==> src/rtl/pipe_pkg.sv <==
// Shared types for the pipeline stage register: FSM state encoding and occupancy width.
package pipe_pkg;

    typedef enum logic [1:0] {
        EMPTY = 2'd0,
        BUSY  = 2'd1,
        FULL  = 2'd2
    } pipe_state_t;

    localparam int OCC_W = 2;

    function automatic logic [OCC_W-1:0] occ_of(input pipe_state_t s);
        case (s)
            BUSY:    return 2'd1;
            FULL:    return 2'd2;
            default: return 2'd0;
        endcase
    endfunction

endpackage

==> src/rtl/pipe_slot.sv <==
// One payload+control holding register with load enable; optionally cleared by reset and clr.
module pipe_slot #(
    parameter int W   = 48,
    parameter bit CLR = 1'b0
) (
    input  logic         clk,
    input  logic         rst_n,
    input  logic         clr,
    input  logic         load,
    input  logic [W-1:0] d,
    output logic [W-1:0] q
);

    generate
        if (CLR) begin : g_clr
            always_ff @(posedge clk or negedge rst_n) begin
                if (!rst_n)
                    q <= '0;
                else if (clr)
                    q <= '0;
                else if (load)
                    q <= d;
            end
        end else begin : g_hold
            // Payload-only storage: no reset, so the slot stays a plain enable flop.
            logic unused_ctl;
            assign unused_ctl = &{1'b0, rst_n, clr};

            always_ff @(posedge clk) begin
                if (load)
                    q <= d;
            end
        end
    endgenerate

endmodule

==> src/rtl/pipe_stage_reg.sv <==
// Parametrised pipeline boundary register: valid/ready handshake, 2-entry skid, flush, occupancy.
module pipe_stage_reg
    import pipe_pkg::*;
#(
    parameter int DATA_W   = 32,
    parameter int CTRL_W   = 16,
    parameter bit CLR_DATA = 1'b0
) (
    input  logic              clk,
    input  logic              rst_n,
    input  logic              flush,
    input  logic              in_valid,
    output logic              in_ready,
    input  logic [DATA_W-1:0] in_data,
    input  logic [CTRL_W-1:0] in_ctrl,
    output logic              out_valid,
    input  logic              out_ready,
    output logic [DATA_W-1:0] out_data,
    output logic [CTRL_W-1:0] out_ctrl,
    output logic [OCC_W-1:0]  occupancy
);

    localparam int W = DATA_W + CTRL_W;

    pipe_state_t state, state_nxt;
    logic        accept, issue;
    logic        main_ld, skid_ld, main_from_skid;
    logic [W-1:0] main_d, main_q, skid_q;

    assign accept = in_valid & in_ready;
    assign issue  = out_valid & out_ready;
    assign main_d = main_from_skid ? skid_q : {in_data, in_ctrl};

    pipe_slot #(.W(W), .CLR(CLR_DATA)) u_main (
        .clk   (clk),
        .rst_n (rst_n),
        .clr   (flush),
        .load  (main_ld),
        .d     (main_d),
        .q     (main_q)
    );

    pipe_slot #(.W(W), .CLR(CLR_DATA)) u_skid (
        .clk   (clk),
        .rst_n (rst_n),
        .clr   (flush),
        .load  (skid_ld),
        .d     ({in_data, in_ctrl}),
        .q     (skid_q)
    );

    always_ff @(posedge clk or negedge rst_n) begin
        if (!rst_n)
            state <= EMPTY;
        else
            state <= state_nxt;
    end

    // Flush wins over every transfer; an issue in the flush cycle needs no action here.
    always_comb begin
        state_nxt      = state;
        main_ld        = 1'b0;
        skid_ld        = 1'b0;
        main_from_skid = 1'b0;
        if (flush) begin
            state_nxt = EMPTY;
        end else begin
            case (state)
                EMPTY: begin
                    if (accept) begin
                        state_nxt = BUSY;
                        main_ld   = 1'b1;
                    end
                end
                BUSY: begin
                    if (accept && issue) begin
                        main_ld = 1'b1;
                    end else if (accept) begin
                        state_nxt = FULL;
                        skid_ld   = 1'b1;
                    end else if (issue) begin
                        state_nxt = EMPTY;
                    end
                end
                FULL: begin
                    if (issue) begin
                        state_nxt      = BUSY;
                        main_ld        = 1'b1;
                        main_from_skid = 1'b1;
                    end
                end
                default: state_nxt = EMPTY;
            endcase
        end
    end

    // All outputs decode from registered state, so nothing depends on out_ready combinationally.
    always_comb begin
        in_ready  = (state != FULL);
        out_valid = (state != EMPTY);
        out_data  = main_q[W-1:CTRL_W];
        out_ctrl  = out_valid ? main_q[CTRL_W-1:0] : '0;
        occupancy = occ_of(state);
    end

endmodule

==> config.mk <==
export PLATFORM = sky130hd
export DESIGN_NAME = pipe_stage_reg
export DESIGN_NICKNAME = d
export VERILOG_FILES = /design/src/rtl/pipe_pkg.sv /design/src/rtl/pipe_slot.sv /design/src/rtl/pipe_stage_reg.sv
export SDC_FILE = /design/constraint.sdc
export NUM_CORES = 1
export LEC_CHECK = 0
export ABC_AREA = 1
export CORE_AREA = 3 3 96 98
export DETAILED_ROUTE_END_ITERATION = 12
export DIE_AREA = 0 0 99 101
export GPL_TIMING_DRIVEN = 0
export PLACE_DENSITY = 0.79
export SLEW_MARGIN = 20
export SYNTH_ARGS = -nofsm -noshare
export SYNTH_HDL_FRONTEND = slang
export SYNTH_SLANG_ARGS = --single-unit
==> constraint.sdc <==
create_clock -name clk -period 3.9 [get_ports clk]
set_input_delay 0.39 -clock clk [delete_from_list [all_inputs] [get_ports clk]]
set_output_delay 0.39 -clock clk [all_outputs]
set_load 0.02 [all_outputs]
==> impl_metrics.ini, run 1 <==
[critical_path]
start_kind = register
rr_startpoint = state[0]
cp_max_fo = 10
crit_required_ps = 3510
reg2reg_depth = 5
worst-r2r-setup-slack_ps = 1850
r2r_end = u_main.q[27]
setup.worst_path.class = reg2out
cp.arrival_ps = 2220
end_kind = output pin

[synthesis]
yosysWarningCount = 0
ys_seq_area_share_pct = 71.1
synth_area_um2 = 4130
synth_cell_types = 17
synth_top_cell_by_area = edfxtp_1
synth_seq_cells = 98
synthCells = 348
synth.avg_cell_area_um2 = 11.9
synth_nets = 401
ys_top_cells_by_area = edfxtp_1 (70%), inv_1 (6.4%), buf_4 (5.8%), nand2_1 (5.4%), o21ai_1 (4.9%)
synth.top_cell.area_share_pct = 69.9

[sta]
rsz0062_at_grt = false
max_freq_ghz = 0.384
worstMarginPinSlew_ps = 698
final-hold-violation-count = 0
post-route-period-util_pct = 66.8
finalMaxSlewViolations = 0
fin_worst_skew_ps = 13.6
fin_crit_ps = 2610
setup_viol = 0
slew_headroom_pct = 53.5

[power_and_ir_drop]
p_leak_nw = 2.33
p_per_area_nw_per_um2 = 387
vdd_drop_max_mv = 0.228

[clock_network]
cts_tree = built
cts_htree_levels = 3
cts_hold_buf = 0
cts_resized = 0
cts_sinks = 98
clock_latency_ps = 360
cts.clk_slew.worst_paths_ps = 90
cts-root-buf = clkbuf_8
cts_buffers = 9
clk_path_buf_depth = 2
cts_setup_buffers = 0

[global_route]
grt_pass1_vias = 2703
antenna_found_initial = 0
grt_usage_pct = 16.9
grt_pass1_wl_um = 13000
grt_max_degree = 21
top_usage_layer = met2
use_met2_pct = 29.8
grt_remaining_overflow = 0
gr-usage-met1_pct = 20.2
globalRouteMet3Util_pct = 3.46

[placement]
dp.cells = 565
port_buffers = 104
dp_hpwl_um = 5910
gp_congestion = 0.743

[detailed_routing]
vias_per_cell = 4.60
first_pass_iters = 6
ant_nets = 0
drt-total-wl_um = 7980
drc_errors = 0
drtIter0Drc = 118
wl_per_cell_um = 13.7
dr_total_vias = 2673

[floorplan]
fp.dieH_um = 101
core_um2 = 8550
rows = 34
initial_core_util_pct = 48.2
io-pin-count = 105
die_x_um = 99
dieArea_um2 = 10000

[min_path]
worstHoldPathType = in2async

[finish]
num_antenna_cells = 0
multi_input_area_um2 = 616
layout.cells.non_filler = 581
ff_latch_area_um2 = 2930
drive_gt1_share_pct = 13.5
fin_util_pct = 65.2
fin_nets = 521
nFillCells = 665
synthToLayoutAreaGrowth_pct = 35.2

[flow_run]
drv_cap = 0

[status]
status = finished clean
## where the power goes
part | leakage, nW | switching, W | internal, W | total, W
combinational | 1.35 | 0.000179 | 0.000180 | 0.000358
clock | 0.0761 | 0.000340 | 0.000232 | 0.000572
sequential | 0.908 | 0.0000145 | 0.00121 | 0.00123
total | 2.33 | 0.000534 | 0.00162 | 0.00216
## final cells by class
class	count	share of cell area, %
well taps	108	2.42
repair buffers	109	20.3
inverters	71	4.78
multi-input cells	136	11.0
flip-flops and latches	98	52.6
plain buffers	43	5.79
clock inverters	6	0.785
clock buffers	10	2.29
## state kept, by name (all words and copies together) (netlist names)
| register | cells |
|---|---|
| state | 2 |
| u_main.q | 48 |
| u_skid.q | 48 |
## metrics by stage
stage                     instance area (µm²)  setup TNS [ps]  hold slack, ps  power (W)  setup slack, ps
after floorplan                          4130               0            94.4    0.00142              264
after global placement                   5300          -91320             553    0.00159            -1230
after detailed placement                 5410               0             559    0.00161             1350
after CTS                                5580               0             182    0.00218             1290
after global routing                     5580               0             178    0.00227             1120
final                                    5580               0             202    0.00216             1290
## cell families (layout without fill, tap and decap cells)
logic type | Yosys count | in the layout | synth area share (%)
AOI/OAI and AO/OA | 50 | 50 | 6.13
buffers and inverters | 114 | 239 | 14.3
DFF | 98 | 98 | 71.1
and+or+nand+nor | 86 | 86 | 8.49
## cells in the mapped netlist
cell,n
dfrtp_1,2
nand2_1,59
buf_4,32
nand3_1,3
nor2_1,21
nand4_1,1
buf_2,3
nand3_4,1
inv_1,70
clkbuf_1,3
nor2_4,1
inv_2,1
edfxtp_1,96
o21ai_0,9
a22oi_1,1
buf_6,5
o21ai_1,40
## routing by layer
layer	share of wire (%)	wire length, µm
met5	0	0
met4	1.7	138
met3	4.9	389
met2	52	4150
met1	41	3310
## how the worst max path moves through the flow
stage / from / endpoint / slack, ps / cells past startpoint
2_1_floorplan: state[0] / u_main.q[0] / 260 / 3
3_5_place_dp: out_ready / u_main.q[33] / 1350 / 5
3_3_place_gp: out_ready / u_main.q[26] / -1230 / 3
4_1_cts: state[0] / out_ctrl[14] / 1290 / 6
6_report: state[0] / out_ctrl[14] / 1290 / 6
5_1_grt: state[0] / out_ctrl[2] / 1120 / 6
## critical path, cell delays in order, from the launching register on
cell	delay [ps]
dfrtp_1	450
inv_1	110
nand2_1	150
inv_1	150
buf_2	220
nor2_1	160
clkdlybuf4s50_1	640
## layout by cell type (no fill, tap or decap), drive strengths merged
| cell type | n |
|---|---|
| clkdlybuf4s50 | 104 |
| edfxtp | 96 |
| inv | 71 |
| nand2 | 59 |
| o21ai | 49 |
| buf | 45 |
| nor2 | 22 |
| clkbuf | 13 |
| nand3 | 4 |
| clkinvlp | 3 |
| clkinv | 3 |
| dfrtp | 2 |
| a22oi | 1 |
| nand4 | 1 |
No activity file was read; power rests on OpenSTA's default activity.
==> run 2, diff against run 1 <==
Clock period 3.9 ns to 2.5 ns, I/O delays scaled along.
==> run 2 against run 1 <==
Clock power rose by 74%. Die area did not move. Routed wire length rose by 2.7%. Cell count fell by 0.17%. Largest cell class unchanged. Clock-buffer cell count fell by 1. First-iteration DRC count fell by 25%. Combinational power rose by 57%. Global-route usage rose by 0.21 points. Highest routed layer unchanged. Clock skew fell by 1.1 ps. Power rose by 61%. Utilization rose by 0.059 points.
==> impl_metrics.ini, run 2 (synthesized netlist as in run 1, its figures left out) <==
[placement]
place_ws_ps = -52.0
dp_hpwl_um = 6020
port_buffers = 104
gp_congestion = 0.676
dp.cells = 564

[detailed_routing]
vias_per_cell = 4.74
dr_total_vias = 2749
drc_errors = 0
first_pass_iters = 4
ant_nets = 0
drtIter0Drc = 89
drt-total-wl_um = 8200
wl_per_cell_um = 14.1

[critical_path]
cp.arrival_ps = 2090
cp_max_fo = 10
crit_required_ps = 2250
worst-r2r-setup-slack_ps = 370
end_kind = output pin
start_kind = register
setup.worst_path.class = reg2out

[sta]
rsz0062_at_grt = false
post-route-period-util_pct = 93.6
fin_crit_ps = 2340
setup_viol = 0
max_freq_ghz = 0.428
timing.final.ws_setup_ps = 161
fin_worst_skew_ps = 12.5
final-hold-violation-count = 0
finalMaxSlewViolations = 0
slew_headroom_pct = 40.9
worstMarginPinSlew_ps = 886
tns_ps = 0

[floorplan]
rows = 34
initial_core_util_pct = 48.2
fp.dieH_um = 101
core_um2 = 8550
dieArea_um2 = 10000
io-pin-count = 105
die_x_um = 99

[finish]
fin_nets = 520
layout.cells.non_filler = 580
largestRegisters = u_main.q x48, u_skid.q x48, state x2
num_antenna_cells = 0
drive_gt1_share_pct = 14.0
layout_commonest_cell = clkdlybuf4s50_1
fin_util_pct = 65.3
layout_common_cells = clkdlybuf4s50_1 (102), edfxtp_1 (96), inv_1 (70)
synthToLayoutAreaGrowth_pct = 35.3

[clock_network]
cts_buffers = 9
cts-root-buf = clkbuf_8
cts_setup_buffers = 0
clk_path_buf_depth = 2
cts_htree_levels = 3
clock_latency_ps = 350
cts_sinks = 98
cts.clk_slew.worst_paths_ps = 90
cts_tree = built
cts_hold_buf = 0

[flow_run]
drv_cap = 0

[global_route]
grt_usage_pct = 17.1
grt_pass1_vias = 2778
grt_remaining_overflow = 0
antenna_found_initial = 0
grt_pass1_wl_um = 13200
grt_max_degree = 28

[status]
status = finished clean

[min_path]
worstHoldPathType = in2async

[power_and_ir_drop]
p_per_area_nw_per_um2 = 622
vdd_drop_max_mv = 0.372
p_leak_nw = 2.37
## run 2: area by class of cell
type / count / area [µm²]
Inverter: 71 / 267
Sequential cell: 98 / 2930
Multi-Input combinational cell: 136 / 618
Clock buffer: 9 / 124
Timing Repair Buffer: 108 / 1110
Fill cell: 683 / 2970
Clock inverter: 7 / 68.8
Tap cell: 108 / 135
Buffer: 43 / 325
## run 2: path summary, 6_finish.rpt
kind / startpoint / to / depth (start not counted)
max in group asynchronous: rst_n / state[0] / 1
min in group clk: in_ctrl[11] / u_skid.q[11] / 1
max: state[0] / out_ctrl[9] / 6
max reg2reg: state[1] / u_main.q[31] / 6
min: rst_n / state[1] / 1
min reg2reg: u_skid.q[44] / u_main.q[44] / 2
## run 2: through the flow
stage / cell area (µm²) / hold WS [ps] / total power [W]
finish: 5580 / 49.4 / 0.00347
global route: 5580 / 29.6 / 0.00361
CTS: 5570 / 32.4 / 0.00350
detailed placement: 5380 / 425 / 0.00252
global placement: 5320 / 427 / 0.00249
floorplan: 4140 / -45.6 / 0.00222
## run 2: power by group
| group | switching [W] | internal, W |
|---|---|---|
| Sequential | 0.0000236 | 0.00189 |
| Combinational | 0.000280 | 0.000281 |
| Clock | 0.000535 | 0.000461 |
| Total | 0.000839 | 0.00263 |
## run 2: critical path: stages, from the launching register on
cell and delay [ps]:
dfrtp_2 440, inv_1 100, nand2_2 110, inv_1 110
buf_4 200, nor2_1 150, clkdlybuf4s50_1 630
## run 2: timing repair
| action | CTS | global route |
|---|---|---|
| setup endpoints to repair | 0 | 10 |
| hold endpoints to repair | 0 | 0 |
| resized for setup | 0 | 5 |
## run 2: routing by layer
metal / vias to the layer above / wire, µm / global-route usage, % / part of all wire [%]
met3: 17 / 469 / 3.74 / 5.7
met1: 1297 / 3260 / 19.6 / 40
met4: 0 / 180 / 8.19 / 2.2
li1: 1345 / - / - / -
met2: 90 / 4280 / 30.3 / 52
met5: - / 0 / 0 / 0
